--- src/rtl/mips_pkg.sv ---
// Shared MIPS fetch definitions: opcode constants, fetch FSM encoding and reset vector.
package mips_pkg;

  localparam logic [5:0] OP_J    = 6'b000010;
  localparam logic [5:0] OP_JAL  = 6'b000011;
  localparam logic [5:0] OP_BEQ  = 6'b000100;
  localparam logic [5:0] OP_BNE  = 6'b000101;
  localparam logic [5:0] HALT_OP = 6'b111111;

  localparam logic [31:0] RESET_VECTOR = 32'h0000_0000;

  typedef enum logic [1:0] {
    StBoot  = 2'd0,
    StRun   = 2'd1,
    StStall = 2'd2,
    StHalt  = 2'd3
  } fetch_state_e;

  function automatic logic is_jump(input logic [5:0] op);
    return (op == OP_J) || (op == OP_JAL);
  endfunction

endpackage

--- src/rtl/pc_fetch_unit_if.sv ---
// Fetch-stage bundle: decoded fields and control in, PC and status out.
interface pc_fetch_unit_if;

  logic        stall;
  logic        br_taken;
  logic        jr_en;
  logic [31:0] jr_target;
  logic [5:0]  op;
  logic [15:0] offset;
  logic [25:0] instr_index;
  logic [31:0] pc;
  logic [31:0] pc_plus4;
  logic        fetch_valid;
  logic        halted;
  logic        addr_fault;

  modport master (
    input  stall, br_taken, jr_en, jr_target, op, offset, instr_index,
    output pc, pc_plus4, fetch_valid, halted, addr_fault
  );

  modport slave (
    output stall, br_taken, jr_en, jr_target, op, offset, instr_index,
    input  pc, pc_plus4, fetch_valid, halted, addr_fault
  );

endinterface

--- src/rtl/npc_calc.sv ---
// Combinational next-PC selection: jr > J/JAL > taken branch > pc+4.
module npc_calc
  import mips_pkg::*;
(
  input  logic [31:0] pc,
  input  logic [5:0]  op,
  input  logic [15:0] offset,
  input  logic [25:0] instr_index,
  input  logic        br_taken,
  input  logic        jr_en,
  input  logic [31:0] jr_target,
  output logic [31:0] pc_plus4,
  output logic [31:0] npc,
  output logic        redirect
);

  logic [31:0] br_tgt;
  logic [31:0] j_tgt;
  logic        jump;

  always_comb begin
    pc_plus4 = pc + 32'd4;
    br_tgt   = pc_plus4 + {{14{offset[15]}}, offset, 2'b00};
    j_tgt    = {pc_plus4[31:28], instr_index, 2'b00};
    jump     = is_jump(op);
    redirect = jr_en | jump | br_taken;
    if (jr_en) begin
      npc = jr_target;
    end else if (jump) begin
      npc = j_tgt;
    end else if (br_taken) begin
      npc = br_tgt;
    end else begin
      npc = pc_plus4;
    end
  end

endmodule

--- src/rtl/pc_fetch_unit.sv ---
// PC register and fetch FSM (BOOT/RUN/STALL/HALT) with address range checking.
// Define DELAY_SLOT_EN to enable the MIPS branch delay slot.
module pc_fetch_unit #(
  parameter logic [31:0] RESET_PC   = mips_pkg::RESET_VECTOR,
  parameter int unsigned IMEM_WORDS = 256,
  parameter logic [5:0]  HALT_OP    = mips_pkg::HALT_OP
) (
  input logic             clk,
  input logic             rst,
  pc_fetch_unit_if.master bus
);

  import mips_pkg::*;

  localparam logic [32:0] ADDR_LIMIT = 33'(IMEM_WORDS) << 2;

  fetch_state_e state_q, state_d;
  logic [31:0]  pc_q, pc_d;
  logic         fault_q, fault_d;

  logic [31:0] pc_plus4;
  logic [31:0] npc;
  logic        redirect;
  logic [31:0] load_pc;
  logic        load_seq;
  logic        load_bad;

`ifdef DELAY_SLOT_EN
  logic [31:0] pend_tgt_q, pend_tgt_d;
  logic        pend_v_q, pend_v_d;
`endif

  npc_calc u_npc_calc (
    .pc          (pc_q),
    .op          (bus.op),
    .offset      (bus.offset),
    .instr_index (bus.instr_index),
    .br_taken    (bus.br_taken),
    .jr_en       (bus.jr_en),
    .jr_target   (bus.jr_target),
    .pc_plus4    (pc_plus4),
    .npc         (npc),
    .redirect    (redirect)
  );

  // Value the PC would take on a non-stalled RUN edge.
  always_comb begin
    load_pc  = npc;
    load_seq = !redirect;
`ifdef DELAY_SLOT_EN
    if (pend_v_q) begin
      load_pc  = pend_tgt_q;
      load_seq = 1'b0;
    end else if (redirect) begin
      load_pc  = pc_plus4;
      load_seq = 1'b1;
    end
`endif
    // A sequential step from the top word wraps to 0, which would otherwise look legal.
    load_bad = ({1'b0, load_pc} >= ADDR_LIMIT) || (load_pc[1:0] != 2'b00) ||
               (load_seq && (pc_q[31:2] == 30'h3FFF_FFFF));
  end

  always_comb begin
    state_d = state_q;
    pc_d    = pc_q;
    fault_d = fault_q;
`ifdef DELAY_SLOT_EN
    pend_v_d   = pend_v_q;
    pend_tgt_d = pend_tgt_q;
`endif
    case (state_q)
      StBoot: state_d = StRun;
      StRun: begin
        if (bus.stall) begin
          state_d = StStall;
        end else if (bus.op == HALT_OP) begin
          state_d = StHalt;
`ifdef DELAY_SLOT_EN
          pend_v_d = 1'b0;
`endif
        end else if (load_bad) begin
          state_d = StHalt;
          fault_d = 1'b1;
`ifdef DELAY_SLOT_EN
          pend_v_d = 1'b0;
`endif
        end else begin
          pc_d = load_pc;
`ifdef DELAY_SLOT_EN
          // Redirects decoded in the delay slot are ignored.
          if (pend_v_q) begin
            pend_v_d = 1'b0;
          end else if (redirect) begin
            pend_v_d   = 1'b1;
            pend_tgt_d = npc;
          end
`endif
        end
      end
      StStall: begin
        if (!bus.stall) state_d = StRun;
      end
      StHalt: state_d = StHalt;
      default: state_d = StHalt;
    endcase
  end

  always_ff @(posedge clk or posedge rst) begin
    if (rst) begin
      state_q <= StBoot;
      pc_q    <= RESET_PC;
      fault_q <= 1'b0;
    end else begin
      state_q <= state_d;
      pc_q    <= pc_d;
      fault_q <= fault_d;
    end
  end

`ifdef DELAY_SLOT_EN
  always_ff @(posedge clk or posedge rst) begin
    if (rst) begin
      pend_v_q   <= 1'b0;
      pend_tgt_q <= 32'h0;
    end else begin
      pend_v_q   <= pend_v_d;
      pend_tgt_q <= pend_tgt_d;
    end
  end
`endif

  assign bus.pc          = pc_q;
  assign bus.pc_plus4    = pc_plus4;
  assign bus.fetch_valid = (state_q == StRun);
  assign bus.halted      = (state_q == StHalt);
  assign bus.addr_fault  = fault_q;

endmodule
--- src/flat_wrapper.sv ---
// flat-port wrapper written by rule: the top's interface ports become plain ports
module pc_fetch_unit_flat import mips_pkg::*;
#(
  parameter logic [31:0] RESET_PC   = mips_pkg::RESET_VECTOR,
  parameter int unsigned IMEM_WORDS = 256,
  parameter logic [5:0]  HALT_OP    = mips_pkg::HALT_OP
)
  (clk, rst, bus_stall, bus_br_taken, bus_jr_en, bus_jr_target, bus_op, bus_offset, bus_instr_index, bus_pc, bus_pc_plus4, bus_fetch_valid, bus_halted, bus_addr_fault);
  pc_fetch_unit_if bus_i ();
  input logic clk;
  input logic rst;
  input wire logic [$bits(bus_i.stall)-1:0] bus_stall;
  input wire logic [$bits(bus_i.br_taken)-1:0] bus_br_taken;
  input wire logic [$bits(bus_i.jr_en)-1:0] bus_jr_en;
  input wire logic [$bits(bus_i.jr_target)-1:0] bus_jr_target;
  input wire logic [$bits(bus_i.op)-1:0] bus_op;
  input wire logic [$bits(bus_i.offset)-1:0] bus_offset;
  input wire logic [$bits(bus_i.instr_index)-1:0] bus_instr_index;
  output wire logic [$bits(bus_i.pc)-1:0] bus_pc;
  output wire logic [$bits(bus_i.pc_plus4)-1:0] bus_pc_plus4;
  output wire logic [$bits(bus_i.fetch_valid)-1:0] bus_fetch_valid;
  output wire logic [$bits(bus_i.halted)-1:0] bus_halted;
  output wire logic [$bits(bus_i.addr_fault)-1:0] bus_addr_fault;
  assign bus_i.stall = bus_stall;
  assign bus_i.br_taken = bus_br_taken;
  assign bus_i.jr_en = bus_jr_en;
  assign bus_i.jr_target = bus_jr_target;
  assign bus_i.op = bus_op;
  assign bus_i.offset = bus_offset;
  assign bus_i.instr_index = bus_instr_index;
  assign bus_pc = bus_i.pc;
  assign bus_pc_plus4 = bus_i.pc_plus4;
  assign bus_fetch_valid = bus_i.fetch_valid;
  assign bus_halted = bus_i.halted;
  assign bus_addr_fault = bus_i.addr_fault;
  pc_fetch_unit #(.RESET_PC(RESET_PC), .IMEM_WORDS(IMEM_WORDS), .HALT_OP(HALT_OP)) u_core (.clk(clk), .rst(rst), .bus(bus_i));
endmodule
--- config.mk ---
export PLATFORM = sky130hd
export DESIGN_NAME = pc_fetch_unit_flat
export DESIGN_NICKNAME = d
export VERILOG_FILES = /design/src/rtl/mips_pkg.sv /design/src/rtl/pc_fetch_unit_if.sv /design/src/rtl/npc_calc.sv /design/src/rtl/pc_fetch_unit.sv /design/src/flat_wrapper.sv
export SDC_FILE = /design/constraint.sdc
export NUM_CORES = 1
export LEC_CHECK = 0
export CORE_MARGIN = 4
export CORE_UTILIZATION = 29
export CTS_BUF_LIST = sky130_fd_sc_hd__clkbuf_8
export DETAILED_ROUTE_END_ITERATION = 16
export MAX_ROUTING_LAYER = met4
export REMOVE_ABC_BUFFERS = 1
export SYNTH_ARGS = -nofsm -noshare
export SYNTH_HDL_FRONTEND = slang
export SYNTH_SLANG_ARGS = --single-unit
--- constraint.sdc ---
create_clock -name clk -period 8.2 [get_ports clk]
set_clock_uncertainty 0.15 [all_clocks]
set_input_delay 2.05 -clock clk [delete_from_list [all_inputs] [get_ports clk]]
set_output_delay 2.05 -clock clk [all_outputs]
set_load 0.02 [all_outputs]
* After elaboration in Yosys (flattened, before gate mapping)
Cells that the tools add are included.
Word-level totals: register bits after elaboration 35, input port bits 85
Operators by class: reduce and logical (&&, ||, !) cells 10, magnitude comparators 1, mux-type cells 8, equality and inequality tests 9, bitwise operators 5, add/sub/neg operators 2
Operators by type and width (count):
- two-way mux 32 bit | 3
- adder 32 x 3 -> 32 bit (second input constant) | 1
- adder 32 bit | 1
- greater-or-equal comparator 32 x 11 -> 1 bit (second input constant) | 1
- == test 30 bit (second input constant) | 1
- == test 6 x 2 -> 1 bit (second input constant) | 2
- two-way mux 2 bit | 4
- one-hot mux 2 bit (4 select lines) | 1
- AND reduction 4 bit | 2
- == test 6 bit (second input constant) | 1
- == test 2 bit (second input constant) | 2
- inequality test 4 x 2 -> 1 bit (second input constant) | 1
- logical OR 1 bit | 3
- inverter 1 bit | 3
- == test 2 x 1 -> 1 bit (second input constant) | 1
- zero test 2 bit | 1
- inequality test 2 bit (second input constant) | 1
- bitwise OR 1 bit | 2
- AND reduction 2 bit | 1
- nonzero test 2 bit | 1
- logical AND 1 bit | 1
- zero test 1 bit | 1

* Logic depth before layout (Yosys ltp)
depth in word-level cells 12, mapped depth 19, depth with buffers taken out 16

* Modules after synthesis
From an unflattened synthesis, not the netlist that was laid out.
Unflattened totals: cell total of the unflattened synthesis 570, area, all modules 4460.5 um^2
Modules (own cells, without submodules):
- npc_calc | cells an instance 467, area each 3080.5 um^2, sequential area each 0.0 um^2, times used 1
- pc_fetch_unit | cells an instance 103, area each 1380.1 um^2, sequential area each 875.8 um^2, times used 1

* Worst setup path before layout
Ideal clock, no wire load.
path kind in2reg, from input bus_offset[0], to register u_core.pc_q[3], in the netlist u_core.bus.pc[3], setup slack 2.628 ns, library setup time 0.127 ns, required time 7.923 ns, stages on the path 13, buffers on the path 1, arrival time 5.295 ns, path through ha_1 -> fa_1 -> a21o_1 -> a221oi_2 -> o31a_1 -> a21oi_1 -> nor4b_1 -> o41a_1 -> o41ai_1 -> nand2_1 -> nor4_4 -> buf_6 -> mux2_1
On the way: word-level cells in the longest chain between the ends 9
RTL lines:
- start: declaration | RTL line flat_wrapper.sv:17 | input wire logic [$bits(bus_i.offset)-1:0] bus_offset;
- adder 32 bit (*) | RTL line npc_calc.sv:23 | br_tgt = pc_plus4 + {{14{offset[15]}}, offset, 2'b00};
- two-way mux 32 bit (*) | RTL line npc_calc.sv:31 | end else if (br_taken) begin
- two-way mux 32 bit (*) | RTL line npc_calc.sv:29 | end else if (jump) begin
- two-way mux 32 bit (*) | RTL line npc_calc.sv:27 | if (jr_en) begin
- greater-or-equal comparator 32 x 11 -> 1 bit | RTL line pc_fetch_unit.sv:60 | load_bad = ({1'b0, load_pc} >= ADDR_LIMIT) || (load_pc[1:0] != 2'b00) ||
- logical OR 1 bit (2 in series) | RTL line pc_fetch_unit.sv:60
- inverter 1 bit (no line)
- AND reduction 4 bit (no line)
- end signal: assignment | RTL line pc_fetch_unit.sv:116 | pc_q <= pc_d;
- end: declaration | RTL line pc_fetch_unit.sv:18 | logic [31:0] pc_q, pc_d;
Mark *: on every way between the ends. The rest lies on a longest branch, timed or not. A chain may end at the register's enable or synchronous reset.

* Worst setup path in the final report
from input bus_offset[15], to register u_core.state_q[1]
On the way: word-level cells in the longest chain between the ends 9
RTL lines:
- adder 32 bit | RTL line npc_calc.sv:23
- two-way mux 32 bit | RTL line npc_calc.sv:31
- two-way mux 32 bit | RTL line npc_calc.sv:29
- two-way mux 32 bit | RTL line npc_calc.sv:27
- greater-or-equal comparator 32 x 11 -> 1 bit | RTL line pc_fetch_unit.sv:60
- logical OR 1 bit (2 in series) | RTL line pc_fetch_unit.sv:60
- inequality test 4 x 2 -> 1 bit (no line)
- AND reduction 2 bit (no line)
- end signal: assignment | RTL line pc_fetch_unit.sv:111 | state_q <= StBoot;
- end signal: assignment | RTL line pc_fetch_unit.sv:115 | state_q <= state_d;
- end: declaration | RTL line pc_fetch_unit.sv:17 | fetch_state_e state_q, state_d;
No other way between the ends.

==> results.toml <==
[run_status]
status = "finished, final reports clean"

[critical_path]
worstReg2RegStart = "u_core.bus.pc[4]"
required_ns = 8.21
crit_path_start_kind = "input port"
worstSetupPathType = "in2reg"
cp.arrival_ns = 6.66
reg2reg_depth = 17
endpoint_kind = "flip-flop"
crit_path_max_fanout = 19
reg2reg_slack_ns = 2.54
reg2reg_to = "u_core.state_q[1]"

[placed_design]
post_dp_cell_area_sq_um = 6379
io_buffers = 151
hpwl_um = 15680
place_ws_ns = 1.328
place.gp.congestion = 0.9421

[clocking]
cts_setup_buffers = 0
ctsResizeCount = 0
clock_sinks = 35
postCtsHoldBufs = 0
clkLatencyLatePin_ns = 0.28
clk_path_buf_depth = 2
clk_pin_slew_ns = 0.07
h-tree-depth = 2
tritoncts = "yes"
cts_root_buf = "clkbuf_8"
cts_buffers = 5

[timing]
hold_viol = 0
finalCritPeriodShare_pct = 80.99
fin_ws_ns = 1.559
slew_violations = 0
worst_pin_slew_ns = 0.8542
fin_tns_setup_ns = 0
period_needed_ns = 6.641
setup_viol = 0
fmaxAchievable_mhz = 150.6
max_slew_margin_pct = 41.58
rsz0062_at_grt = "false"

[grt]
grt_max_degree = 36
grt_pass1_wl_um = 29090
grt_overflow = 0
first_global_vias = 5082
antenna_found_initial = 1
grt_usage_pct = 20.75

[synthesis]
ys_seq_area_share_pct = 18.69
synth.distinct_cells = 68
synth-seq-cells = 35
syn_avg_cell_area_sq_um = 7.572
synth_area_sq_um = 4687
synth-main-ff-cell = "dfrtp_1"
synth_top_area_cell = "dfrtp_1"
ys_async_sr_fraction_pct = 100.0
netlist.area_leader.share_pct = 18.69
synth.area.top_cells = "dfrtp_1, ha_1, a21oi_1"
syn_inst = 619
synth_most_common_cell = "nand2_1"
synth_edf_count = 0
yosysWarnings = 0
ys_top_cells_by_count = "nand2_1, a21oi_1, nor2_1"

[pwr]
p_leak_nw = 2.689
power_density_nw_per_um2 = 67.47
p_seq_share_pct = 39.7
p_int_uw = 301.8
power_frac_comb_pct = 33.9
switchingPower_uw = 134.2
p_sw_share_pct = 30.77
p_clk_share_pct = 26.4
ir_drop_uv = 63.30

[cells_and_area]
final_util_pct = 40.68
stdcell_area_sq_um = 6462
fill_cells = 1663
nets = 873
drive_above_1_share_pct = 4.377
area_growth_pct = 37.88
multi_input_comb_area_sq_um = 3612
regArea_sq_um = 875.8

[floorplan]
rows = 46
die_x_um = 135.1
placeableCoreArea_sq_um = 15890
dieArea_sq_um = 18260
io_pins = 152
initial_core_util_pct = 29.51
fp.dieH_um = 135.1

[drt]
drt_wl_total_um = 18900
wl_met2_um = 9038
m1WireLength_um = 8524
vias = 5321
top_layer = "met4"
wl_per_cell_um = 19.47
drtIter0Drc = 574
route.met3.wl_um = 1023
drt-vias-per-instance = 5.480
ant_nets = 0
route.detailed.drc = 0
firstDrtPassIters = 7

[worst_hold_path]
hold_class = "reg2reg"
holdPathEnd = "u_core.bus.addr_fault"
hold_path_startpoint = "u_core.bus.addr_fault"
whs_path_depth = 1

[flow_run]
max_cap_violations = 0
[critical path, stage by stage]
cell and delay [ns]:
clkdlybuf4s50_1 0.81, ha_1 0.63, a21oi_1 0.26, o21ai_0 0.21
a211oi_1 0.35, a211oi_1 0.17, a211oi_1 0.28, mux2i_1 0.30
mux2i_1 0.25, nand3b_1 0.14, nor4_4 0.74, buf_4 0.36
o2bb2ai_1 0.10
[layer usage]
layer / track usage, % / up-vias
met4: 4.703 / 0
met5: - / -
met3: 1.300 / 22
li1: - / 2604
met2: 33.27 / 200
met1: 28.94 / 2495
[logic make-up (layout without fill, tap and decap cells)]
| kind of cell | count (synthesis) | count (layout) | synth area share [%] |
|---|---|---|---|
| adders and majority gates | 35 | 35 | 9.504 |
| muxes | 17 | 17 | 3.844 |
| xor gates and xnor gates | 44 | 44 | 8.222 |
| and+or+nand+nor | 254 | 254 | 28.88 |
| buffers and inverters | 47 | 182 | 4.244 |
| other | 0 | 1 | 0 |
| AOI/OAI and AO/OA | 187 | 187 | 26.62 |
| DFF | 35 | 35 | 18.69 |
[layout by cell type, fill, tap and decap left out, drive strengths merged, types with 21 or more instances in the layout]
cell type | netlist | final
o21ai | 43 | 43
nand2 | 63 | 63
nor3 | 26 | 26
nand4 | 21 | 21
dfrtp | 35 | 35
xnor2 | 26 | 26
nor2b | 23 | 23
nor2 | 48 | 48
a21oi | 49 | 49
ha | 34 | 34
clkdlybuf4s50 | 0 | 151
[registers in the layout (all words and copies together), names as in the netlist]
name and flops:
u_core.bus.pc 32, u_core.state_q 2, u_core.bus.addr_fault 1
[metrics by stage]
step	total power, mW	cells	hold slack, ns
floorplan	0.2484	589	0.3782
global placement	0.3228	962	0.3153
detailed placement	0.3216	962	0.3260
CTS	0.4404	970	0.3418
global route	0.4633	971	0.3637
finish	0.4360	971	0.3339
[how the worst max path moves through the flow]
stage / startpoint / endpoint / slack [ns] / cells past startpoint
2_1_floorplan: bus_offset[0] / u_core.bus.pc[6] / 2.06 / 12
5_1_grt: bus_offset[15] / u_core.state_q[1] / 1.21 / 13
4_1_cts: bus_offset[15] / u_core.state_q[1] / 1.62 / 13
6_report: bus_offset[15] / u_core.state_q[1] / 1.56 / 13
3_3_place_gp: bus_offset[15] / u_core.state_q[1] / 1.45 / 13
3_5_place_dp: bus_offset[15] / u_core.state_q[1] / 1.33 / 13
[power groups by stage]
stage                     clock network, mW  logic (mW)  registers (mW)
after CTS                             0.121       0.146           0.173
after floorplan                           0      0.0718           0.177
after global routing                  0.130       0.161           0.173
final                                 0.115       0.148           0.173
after global placement                    0       0.147           0.176
after detailed placement                  0       0.145           0.176
[final cells by class]
cell class | count | share of cell area [%]
Inverter | 17 | 0.9874
Clock inverter | 3 | 0.1936
Sequential cell | 35 | 13.55
Antenna cell | 1 | 0.03872
Multi-Input combinational cell | 537 | 55.90
Tap cell | 216 | 4.182
Clock buffer | 5 | 1.065
Timing Repair Buffer | 157 | 24.09
Note: power is estimated with default switching activity, not from simulation.
